===== config.mk =====
export PLATFORM = sky130hd
export DESIGN_NAME = botoes_jogada
export DESIGN_NICKNAME = d
export VERILOG_FILES = /design/src/rtl/botoes_jogada.sv
export SDC_FILE = /design/constraint.sdc
export NUM_CORES = 1
export LEC_CHECK = 0
export ABC_AREA = 1
export BUFFER_PORTS_ARGS = -buffer_cell sky130_fd_sc_hd__buf_2
export CORE_MARGIN = 10
export CORE_UTILIZATION = 24
export DETAILED_ROUTE_END_ITERATION = 10
export PLACE_DENSITY = 0.43
export SYNTH_ARGS = -nofsm -noshare
export SYNTH_HDL_FRONTEND = slang
export SYNTH_SLANG_ARGS = --single-unit

===== constraint.sdc =====
create_clock -name clock -period 5.1 [get_ports clock]
set_input_delay 1.53 -clock clock [delete_from_list [all_inputs] [get_ports clock]]
set_output_delay 1.53 -clock clock [all_outputs]
set_load 0.01 [all_outputs]

===== src/rtl/botoes_jogada.sv =====
// botoes_jogada: turns debounced button levels into single play events.
// Arms only once every button is released, accepts one press at a time
// (the lowest index wins), measures how long it is held, and flags extra
// presses that arrive at acceptance or during the hold.
module botoes_jogada #(
  parameter int unsigned N_BOTOES  = 13,
  parameter int unsigned DUR_WIDTH = 16
) (
  input  logic                 clock,
  input  logic                 reset,
  input  logic                 enable,
  input  logic [N_BOTOES-1:0]  botoes_debounced,
  output logic                 jogada_feita,
  output logic [3:0]           nota,
  output logic                 nota_valida,
  output logic [DUR_WIDTH-1:0] duracao,
  output logic                 soltou,
  output logic                 erro_multipla
);

  localparam int unsigned IDX_W = 4;

  typedef enum logic [1:0] {
    ESPERA_LIBERAR = 2'd0,
    OCIOSO         = 2'd1,
    PRESSIONADO    = 2'd2
  } estado_t;

  estado_t              r_estado;
  estado_t              w_prox_estado;

  logic [N_BOTOES-1:0]  r_prev;

  logic                 r_jogada_feita;
  logic [IDX_W-1:0]     r_nota;
  logic                 r_nota_valida;
  logic [DUR_WIDTH-1:0] r_duracao;
  logic                 r_soltou;
  logic                 r_erro_multipla;

  logic                 w_jogada_feita;
  logic [IDX_W-1:0]     w_nota;
  logic                 w_nota_valida;
  logic [DUR_WIDTH-1:0] w_duracao;
  logic                 w_soltou;
  logic                 w_erro_multipla;

  logic                 w_algum;
  logic                 w_multiplos;
  logic [IDX_W-1:0]     w_menor_idx;
  logic                 w_nota_presa;
  logic [N_BOTOES-1:0]  w_mascara_nota;
  logic [N_BOTOES-1:0]  w_subida_outros;
  logic [DUR_WIDTH-1:0] w_duracao_inc;

  // Any press, and more than one press at once (clearing the lowest bit leaves something)
  assign w_algum     = |botoes_debounced;
  assign w_multiplos = |(botoes_debounced & (botoes_debounced - N_BOTOES'(1)));

  // Priority encoder: the lowest set index wins
  always_comb begin
    w_menor_idx = '0;
    for (int i = int'(N_BOTOES) - 1; i >= 0; i--) begin
      if (botoes_debounced[i]) begin
        w_menor_idx = IDX_W'(i);
      end
    end
  end

  // One-hot mask of the captured note and whether that button is still down
  always_comb begin
    w_mascara_nota = '0;
    w_nota_presa   = 1'b0;
    for (int i = 0; i < int'(N_BOTOES); i++) begin
      if (r_nota == IDX_W'(i)) begin
        w_mascara_nota[i] = 1'b1;
        w_nota_presa      = botoes_debounced[i];
      end
    end
  end

  // Rising edges on buttons other than the one being held
  assign w_subida_outros = botoes_debounced & ~r_prev & ~w_mascara_nota;

  // Hold counter sticks at all-ones instead of wrapping
  assign w_duracao_inc = (r_duracao == {DUR_WIDTH{1'b1}}) ? r_duracao
                                                          : r_duracao + DUR_WIDTH'(1);

  // State register
  always_ff @(posedge clock) begin
    if (reset) begin
      r_estado <= ESPERA_LIBERAR;
    end else begin
      r_estado <= w_prox_estado;
    end
  end

  // Next-state logic
  always_comb begin
    w_prox_estado = r_estado;
    case (r_estado)
      ESPERA_LIBERAR: begin
        if (!w_algum) begin
          w_prox_estado = OCIOSO;
        end
      end
      OCIOSO: begin
        if (w_algum) begin
          w_prox_estado = enable ? PRESSIONADO : ESPERA_LIBERAR;
        end
      end
      PRESSIONADO: begin
        if (!w_nota_presa) begin
          w_prox_estado = w_algum ? ESPERA_LIBERAR : OCIOSO;
        end
      end
      default: w_prox_estado = ESPERA_LIBERAR;
    endcase
  end

  // Next output values; pulses default low, held values default to their current value
  always_comb begin
    w_jogada_feita  = 1'b0;
    w_soltou        = 1'b0;
    w_erro_multipla = 1'b0;
    w_nota          = r_nota;
    w_nota_valida   = r_nota_valida;
    w_duracao       = r_duracao;
    case (r_estado)
      OCIOSO: begin
        if (enable && w_algum) begin
          w_jogada_feita  = 1'b1;
          w_nota          = w_menor_idx;
          w_nota_valida   = 1'b1;
          w_duracao       = DUR_WIDTH'(1);
          w_erro_multipla = w_multiplos;
        end
      end
      PRESSIONADO: begin
        if (w_nota_presa) begin
          w_duracao       = w_duracao_inc;
          w_erro_multipla = |w_subida_outros;
        end else begin
          w_nota_valida = 1'b0;
          w_soltou      = 1'b1;
        end
      end
      default: begin
      end
    endcase
  end

  // Output and edge-history registers
  always_ff @(posedge clock) begin
    if (reset) begin
      r_prev          <= '0;
      r_jogada_feita  <= 1'b0;
      r_nota          <= '0;
      r_nota_valida   <= 1'b0;
      r_duracao       <= '0;
      r_soltou        <= 1'b0;
      r_erro_multipla <= 1'b0;
    end else begin
      r_prev          <= botoes_debounced;
      r_jogada_feita  <= w_jogada_feita;
      r_nota          <= w_nota;
      r_nota_valida   <= w_nota_valida;
      r_duracao       <= w_duracao;
      r_soltou        <= w_soltou;
      r_erro_multipla <= w_erro_multipla;
    end
  end

  assign jogada_feita  = r_jogada_feita;
  assign nota          = r_nota;
  assign nota_valida   = r_nota_valida;
  assign duracao       = r_duracao;
  assign soltou        = r_soltou;
  assign erro_multipla = r_erro_multipla;

endmodule


==> results.json, run 1 <==
{
  "status": "completed",
  "dieArea_um2": 14200,
  "critical_path.startpoint": "botoes_debounced[5]",
  "drc": 0,
  "ys_seq_elements": 39,
  "dp_hpwl_mm": 5.46,
  "power_uw": 695,
  "worst_hold_path_type": "reg2reg",
  "start_util_pct": 24.4,
  "reg2reg_depth": 7,
  "postCtsSetupRepairBufs": 0,
  "wl_per_cell_um": 13.3,
  "finalCritPeriodShare_pct": 62.7,
  "track_usage_pct": 10.1,
  "synth_nets": 384,
  "grt_pass1_vias": 2340,
  "p_leak_nw": 1.14,
  "drtAntennaViolNets": 0,
  "grtUsageMet3_pct": 2.03,
  "tightest_slew_ns": 0.958,
  "critPathRequiredTime_ns": 5.33,
  "worstSkewPairLatency_ns": 0.30,
  "end_kind": "flip-flop",
  "p_per_area_nw_per_um2": 250,
  "clock_tree.buffer_depth": 2,
  "maxCapViolations": 0,
  "synth_flop_cell": "dfxtp_1",
  "drv_slew": 0,
  "r2r-end": "duracao[2]$_SDFFE_PP0P_",
  "cts_buffers": 5,
  "cts_resized": 0,
  "final_net_count": 420,
  "grt_use_met1_pct": 13.2,
  "grt_first_pass_wirelength_mm": 11.9,
  "drt_iter0_markers": 144,
  "arrival_ns": 3.43,
  "num_vias": 2373,
  "num_rows": 36,
  "min_period_ns": 3.20,
  "netlist_area_um2": 2360,
  "cts_htree_levels": 2,
  "ys_types": 39,
  "syn2layout_area_growth_pct": 17.8,
  "rsz0062_at_grt": "no",
  "layout_setup_ws_ns": 1.90,
  "r2r_setup_slack_ns": 2.42,
  "critical_path_class": "in2reg",
  "finalSetupTns_ns": 0,
  "clkSinkCount": 39,
  "vdd.ir_drop.worst_mv": 0.0920,
  "diodes": 0,
  "max_freq_ghz": 0.313,
  "whs_path_depth": 2,
  "setup_viol": 0,
  "overflow": 0,
  "portBuffers": 39,
  "final_common_cell": "nand2_1",
  "hold_viol": 0,
  "synth.avg_cell_area_um2": 6.51,
  "cp-start-kind": "primary input",
  "async_flop_share_pct": 0,
  "layout_common_cells": "71 x nand2_1, 61 x nor2_1, 47 x inv_1, 39 x dfxtp_1, 39 x buf_2",
  "yosys_warnings": 0,
  "grt_max_degree": 33,
  "routed_wl_mm": 7.08,
  "gp_congestion": 0.888,
  "core-area_um2": 9680,
  "drt_pass1_iterations": 4,
  "n_fill_cell": 1098,
  "cts_tree": "yes",
  "gr-usage-met2_pct": 16.1,
  "skew_ns": 0.0154,
  "die_y_um": 119,
  "hold_path_end": "nota_valida$_SDFFE_PP0P_",
  "clkTransAtPathRegs_ns": 0.09,
  "avgViaCountPerCell": 4.45,
  "netlist_instances": 363,
  "ctsHoldBuffers": 0,
  "clockRootBuffer": "clkbuf_8",
  "worstHoldStart": "nota_valida$_SDFFE_PP0P_",
  "ys_seq_area_share_pct": 33.0,
  "cp_max_fo": 22,
  "ioPinCount": 40,
  "top_usage_layer": "met2",
  "synth_edf_count": 0,
  "die_w_um": 119,
  "maxSlewHeadroom_pct": 36.1,
  "antenna_found_initial": 0,
  "worstReg2RegStart": "r_estado[0]$_SDFFE_PP0P_",
  "drive_gt1_share_pct": 16.3,
  "place_ws_ns": 1.59
}
-- synth_stat cells (2+ instances only) --
| cell | count | share of area (%) |
|---|---|---|
| clkbuf_1 | 5 | 0.79 |
| nand4_1 | 8 | 2.1 |
| ha_1 | 5 | 2.6 |
| buf_2 | 2 | 0.42 |
| xnor2_1 | 2 | 0.74 |
| nand2_1 | 71 | 11 |
| nand3b_1 | 2 | 0.63 |
| a211oi_1 | 3 | 0.95 |
| o21ai_0 | 14 | 3.0 |
| nand2_4 | 2 | 0.95 |
| a21oi_1 | 22 | 4.7 |
| nor3_1 | 13 | 2.8 |
| a21oi_2 | 2 | 0.74 |
| nand3_1 | 29 | 6.1 |
| dfxtp_1 | 39 | 33 |
| buf_6 | 2 | 0.95 |
| nor2_2 | 2 | 0.53 |
| inv_1 | 47 | 7.5 |
| inv_2 | 2 | 0.32 |
| nor2_1 | 61 | 9.7 |
| nor3b_1 | 2 | 0.63 |
| nor4_1 | 5 | 1.3 |
| o22ai_1 | 2 | 0.53 |
| xor2_1 | 4 | 1.5 |
| nand2_2 | 2 | 0.53 |
| nand3_2 | 2 | 0.85 |
-- per-layer routing --
layer,up-vias,share of wire [%]
li1,1254,-
met4,0,1.2
met3,7,3.9
met2,40,45
met1,1072,50
met5,-,0
-- worst max-delay path: stages --
cell and delay [ns]:
buf_2 0.11, nor2_1 0.25, nand2_1 0.11, nor2_1 0.18, nand2_1 0.11, nor2_2 0.14, inv_1 0.08, nand3_2 0.14
o21ai_2 0.29, nand2_4 0.28, nand2_1 0.09, a21oi_2 0.12
-- worst max path at each step --
stage                                           to  depth (start not counted)
after floorplan           duracao[12]$_SDFFE_PP0P_                         11
after global placement     duracao[8]$_SDFFE_PP0P_                         12
after detailed placement   duracao[8]$_SDFFE_PP0P_                         12
after CTS                  duracao[8]$_SDFFE_PP0P_                         12
after global routing       duracao[3]$_SDFFE_PP0P_                         12
final                      duracao[8]$_SDFFE_PP0P_                         12
-- registers in the layout (all words and copies together) (netlist names) --
register,cells
r_estado,2
erro_multipla,1
nota,4
duracao,16
r_prev,13
soltou,1
jogada_feita,1
nota_valida,1
-- logic make-up after synthesis --
family,Yosys count,share of synthesized area (%)
AOI/OAI and AO/OA,50,12.1
DFF,39,33.0
and+or+nand+nor,204,39.8
xor gates and xnor gates,6,2.22
buffers and inverters,59,10.3
adders and majority gates,5,2.65
-- layout make-up --
type | instances | area (um2) | share of cell area, %
clock buffers | 6 | 82.6 | 2.96
well taps | 133 | 166 | 5.97
clock inverters | 2 | 35.0 | 1.26
repair buffers | 39 | 195 | 7.01
flip-flops and latches | 39 | 781 | 28.0
inverters | 49 | 184 | 6.60
multi-input cells | 265 | 1340 | 48.2
-- through the flow --
stage | area, um2 | cells | utilization, % | hold slack (ns)
final | 2790 | 533 | 28.8 | 0.495
after global routing | 2790 | 533 | 28.8 | 0.515
after CTS | 2790 | 533 | 28.8 | 0.498
after detailed placement | 2670 | 525 | 27.5 | 0.482
after global placement | 2670 | 525 | 27.5 | 0.484
after floorplan | 2360 | 363 | - | 0.474
-- power breakdown --
group	total, mW	switching [mW]	internal (mW)
logic	0.0896	0.0590	0.0306
registers	0.325	0.00960	0.316
clock network	0.280	0.121	0.159
total	0.695	0.190	0.505
Power figures use the tool's default switching activity.
==> inputs of run 2 (changes only) <==
Clock period 5.1 ns to 3 ns, I/O delays scaled along.
==> run 2 against run 1 <==
Non-clock buffer count increased by 4; count of clock-buffer cells in the layout unchanged; worst hold slack improved by 0.0059 ns; critical path depth unchanged; wire length about the same; utilization increased by 0.59 points; sequential share of layout area decreased by 0.57 points; via count increased by 0.80%; first-iteration DRC count decreased by 7.6%; largest power group unchanged.
==> results.json, run 2 (synthesized netlist as in run 1, its figures left out) <==
{
  "num_vias": 2392,
  "worstHoldStart": "duracao[6]$_SDFFE_PP0P_",
  "cts_htree_levels": 2,
  "routed_wl_mm": 7.07,
  "drt_iter0_markers": 133,
  "clkSinkCount": 39,
  "p_leak_nw": 1.17,
  "portBuffers": 39,
  "finalCritPeriodShare_pct": 78.3,
  "worstReg2RegStart": "duracao[0]$_SDFFE_PP0P_",
  "cp_max_fo": 12,
  "clockRootBuffer": "clkbuf_8",
  "drv_slew": 0,
  "drive_gt1_share_pct": 16.8,
  "hold_viol": 0,
  "whs_path_depth": 2,
  "die_y_um": 119,
  "status": "completed",
  "gp_congestion": 0.889,
  "wl_per_cell_um": 13.2,
  "core-area_um2": 9680,
  "overflow": 0,
  "grt_pass1_vias": 2414,
  "final_common_cell": "nand2_1",
  "cts_tree": "yes",
  "grt_first_pass_wirelength_mm": 12.0,
  "grt_max_degree": 22,
  "rsz0062_at_grt": "no",
  "worstSkewPairLatency_ns": 0.30,
  "start_util_pct": 24.4,
  "layout_common_cells": "71 x nand2_1, 61 x nor2_1, 47 x inv_1, 39 x dfxtp_1, 39 x buf_2",
  "vdd.ir_drop.worst_mv": 0.229,
  "tightest_slew_ns": 0.601,
  "postCtsSetupRepairBufs": 0,
  "die_w_um": 119,
  "final_net_count": 424,
  "r2r-end": "duracao[0]$_SDFFE_PP0P_",
  "setup_viol": 0,
  "drtAntennaViolNets": 0,
  "worst_hold_path_type": "reg2reg",
  "hold_path_end": "duracao[6]$_SDFFE_PP0P_",
  "ctsHoldBuffers": 0,
  "ioPinCount": 40,
  "dp_hpwl_mm": 5.57,
  "clock_tree.buffer_depth": 2,
  "clkTransAtPathRegs_ns": 0.09,
  "track_usage_pct": 10.3,
  "dieArea_um2": 14200,
  "cts_resized": 0,
  "critPathRequiredTime_ns": 3.20,
  "min_period_ns": 2.35,
  "maxCapViolations": 0,
  "antenna_found_initial": 0,
  "finalSetupTns_ns": 0,
  "r2r_setup_slack_ns": 0.69,
  "reg2reg_depth": 13,
  "drt_pass1_iterations": 8,
  "skew_ns": 0.0112,
  "critical_path_class": "in2reg",
  "syn2layout_area_growth_pct": 20.2,
  "cp-start-kind": "primary input",
  "end_kind": "flip-flop",
  "drc": 0,
  "dp.cells": 529,
  "num_rows": 36,
  "diodes": 0,
  "max_freq_ghz": 0.426,
  "largest_register_ffs": 16,
  "cts_buffers": 5,
  "arrival_ns": 2.55,
  "p_per_area_nw_per_um2": 436,
  "avgViaCountPerCell": 4.45,
  "maxSlewHeadroom_pct": 60.0,
  "fin_cells": 537
}
run 2: stage by stage:
stage	util (%)	worst slack (ns)	hold slack, ns	total power, mW	instance area (um2)
2_1_floorplan	-	0.712	0.474	0.665	2360
3_3_place_gp	28.0	0.359	0.487	0.727	2710
3_5_place_dp	28.0	0.316	0.490	0.727	2710
4_1_cts	29.4	0.639	0.505	1.26	2840
5_1_grt	29.4	0.392	0.542	1.31	2840
6_report	29.4	0.651	0.500	1.24	2840
run 2: worst max path at each step:
| stage | startpoint | to | slack, ns | depth (start not counted) |
|---|---|---|---|---|
| 4_1_cts | botoes_debounced[5] | duracao[12]$_SDFFE_PP0P_ | 0.64 | 12 |
| 6_report | botoes_debounced[5] | duracao[12]$_SDFFE_PP0P_ | 0.65 | 12 |
| 3_5_place_dp | botoes_debounced[5] | duracao[12]$_SDFFE_PP0P_ | 0.32 | 12 |
| 3_3_place_gp | botoes_debounced[5] | duracao[9]$_SDFFE_PP0P_ | 0.36 | 12 |
| 5_1_grt | botoes_debounced[5] | duracao[13]$_SDFFE_PP0P_ | 0.39 | 12 |
| 2_1_floorplan | botoes_debounced[5] | duracao[12]$_SDFFE_PP0P_ | 0.71 | 11 |
run 2: final cells by class:
type                       instances  area [um2]
timing repair buffer              43         238
multi-input combinational        265        1340
sequential                        39         781
tap                              133         166
clock inverter                     2        60.1
fill                            1110        6840
clock buffer                       6        72.6
inverter                          49         184
run 2: worst max-delay path, cell delays in order:
cell and delay, ns:
buf_2 0.11, nor2_1 0.26, nand2_1 0.11, nor2_1 0.18, nand2_1 0.11, nor2_2 0.13
inv_1 0.08, nand3_2 0.07, o21ai_2 0.18, buf_12 0.23, a21oi_1 0.14, nor2_1 0.05
run 2: per-layer routing:
layer | up-vias | share of wire (%) | global-route usage, % | wire length, um
met5 | - | 0 | 0 | 0
met1 | 1069 | 48 | 13.1 | 3370
li1 | 1265 | - | - | -
met3 | 8 | 5.2 | 2.65 | 371
met4 | 0 | 1.5 | 3.44 | 106
met2 | 50 | 46 | 16.5 | 3220
run 2: where the power goes:
part | total (mW) | internal [mW] | switching (mW)
Sequential | 0.553 | 0.537 | 0.0164
Combinational | 0.159 | 0.0579 | 0.101
Clock | 0.527 | 0.333 | 0.194
Total | 1.24 | 0.928 | 0.312
==> inputs of run 3 (changes only) <==
Clock period 3 ns to 2.42 ns, I/O delays scaled along.
==> run 3 against run 2 <==
Combinational power increased by 34%; final cell count increased by 2.2%; critical path type is now reg2reg; highest routed layer unchanged; register-to-register slack got worse by 0.39 ns.
==> results.json, run 3 (synthesized netlist as in run 1, its figures left out) <==
{
  "tightest_slew_ns": 0.431,
  "p_leak_nw": 1.23,
  "worstSkewPairLatency_ns": 0.30,
  "status": "completed",
  "cts_resized": 0,
  "die_w_um": 119,
  "r2r-end": "duracao[11]$_SDFFE_PP0P_",
  "cts_buffers": 5,
  "cts_tree": "yes",
  "setup_viol": 0,
  "min_period_ns": 2.12,
  "end_kind": "flip-flop",
  "start_util_pct": 24.4,
  "ctsHoldBuffers": 0,
  "track_usage_pct": 10.4,
  "clkSinkCount": 39,
  "portBuffers": 39,
  "reg2reg_depth": 12,
  "drc": 0,
  "hold_viol": 0,
  "overflow": 0,
  "whs_ns": 0.479,
  "critical_path_class": "reg2reg",
  "arrival_ns": 2.35,
  "clock_tree.buffer_depth": 2,
  "syn2layout_area_growth_pct": 24.0,
  "ioPinCount": 40,
  "clkTransAtPathRegs_ns": 0.09,
  "vdd.ir_drop.worst_mv": 0.244,
  "drtAntennaViolNets": 0,
  "wl_per_cell_um": 13.4,
  "drv_slew": 0,
  "diodes": 0,
  "drt_pass1_iterations": 5,
  "hold_path_end": "nota_valida$_SDFFE_PP0P_",
  "cp_max_fo": 11,
  "antenna_found_initial": 0,
  "avgViaCountPerCell": 4.44,
  "largest_register_ffs": 16,
  "cp-start-kind": "flip-flop",
  "maxSlewHeadroom_pct": 71.0,
  "grt_max_degree": 27,
  "final_common_cell": "nand2_1",
  "whs_path_depth": 2,
  "critical_path.startpoint": "nota[0]$_SDFFE_PP0P_",
  "num_vias": 2440,
  "worstHoldStart": "nota_valida$_SDFFE_PP0P_",
  "drt_iter0_markers": 171,
  "routed_wl_mm": 7.34,
  "max_freq_ghz": 0.471,
  "cts_htree_levels": 2,
  "clockRootBuffer": "clkbuf_8",
  "num_rows": 36,
  "dp_hpwl_mm": 5.81,
  "worst_hold_path_type": "reg2reg",
  "rsz0062_at_grt": "no",
  "critPathRequiredTime_ns": 2.65,
  "post_dp_cell_area_um2": 2800,
  "core-area_um2": 9680,
  "r2r_setup_slack_ns": 0.30,
  "postCtsSetupRepairBufs": 0,
  "final_area_um2": 2930,
  "grt_pass1_vias": 2396,
  "gp_congestion": 0.851,
  "finalSetupTns_ns": 0,
  "final_net_count": 436,
  "maxCapViolations": 0,
  "drive_gt1_share_pct": 19.2,
  "die_y_um": 119,
  "layout_common_cells": "71 x nand2_1, 61 x nor2_1, 47 x inv_1, 39 x dfxtp_1, 39 x buf_2",
  "p_per_area_nw_per_um2": 530,
  "worstReg2RegStart": "nota[0]$_SDFFE_PP0P_",
  "finalCritPeriodShare_pct": 87.7,
  "dieArea_um2": 14200,
  "grt_first_pass_wirelength_mm": 12.2,
  "skew_ns": 0.0136
}
==> run 3: changes by cell type in the layout (fill, tap and decap cells not counted) <==
cell / before / now
buf_4: 3 / 15
==> run 3: cell type report <==
type                    count  area, um2
inverters                  49        184
flip-flops and latches     39        781
fillers                  1098       6750
multi-input cells         265       1340
repair buffers             55        328
well taps                 133        166
clock buffers               6       72.6
clock inverters             2       60.1
==> run 3: critical path, cell delays in order (launching register included) <==
cell,delay (ns)
dfxtp_1,0.38
nor2_1,0.29
inv_1,0.10
nor3_1,0.31
inv_1,0.12
nand2_1,0.08
inv_1,0.05
nand4_2,0.11
nand3_2,0.09
nand2_4,0.17
buf_12,0.15
nand3_1,0.08
a21oi_1,0.15
==> run 3: layer usage <==
| layer | vias up | part of all wire, % | wire (um) | track usage [%] |
|---|---|---|---|---|
| met3 | 2 | 3.6 | 264 | 2.36 |
| met2 | 39 | 47 | 3470 | 17.3 |
| met5 | - | 0 | 0 | 0 |
| met4 | 0 | 0.61 | 45 | 2.75 |
| met1 | 1118 | 48 | 3560 | 13.1 |
| li1 | 1281 | - | - | - |
==> run 3: how the worst max path moves through the flow <==
stage	slack, ns	end
after floorplan	0.31	duracao[12]$_SDFFE_PP0P_
after global placement	0.14	duracao[12]$_SDFFE_PP0P_
after detailed placement	0.12	duracao[9]$_SDFFE_PP0P_
after CTS	0.31	duracao[9]$_SDFFE_PP0P_
after global routing	0.10	duracao[0]$_SDFFE_PP0P_
final	0.30	duracao[11]$_SDFFE_PP0P_
==> run 3: per-stage QoR <==
stage	instances	utilization, %	power, mW	setup WS (ns)
3_5_place_dp	541	28.9	0.914	0.116
6_report	549	30.3	1.55	0.298
2_1_floorplan	363	-	0.824	0.306
3_3_place_gp	541	28.9	0.914	0.145
4_1_cts	549	30.3	1.58	0.308
5_1_grt	549	30.3	1.63	0.101
==> run 3: report_power, final <==
group	leakage, nW	total [mW]	internal (mW)	switching (mW)
sequential	0.318	0.683	0.666	0.0177
clock	0.0654	0.657	0.413	0.244
combinational	0.847	0.213	0.0809	0.132
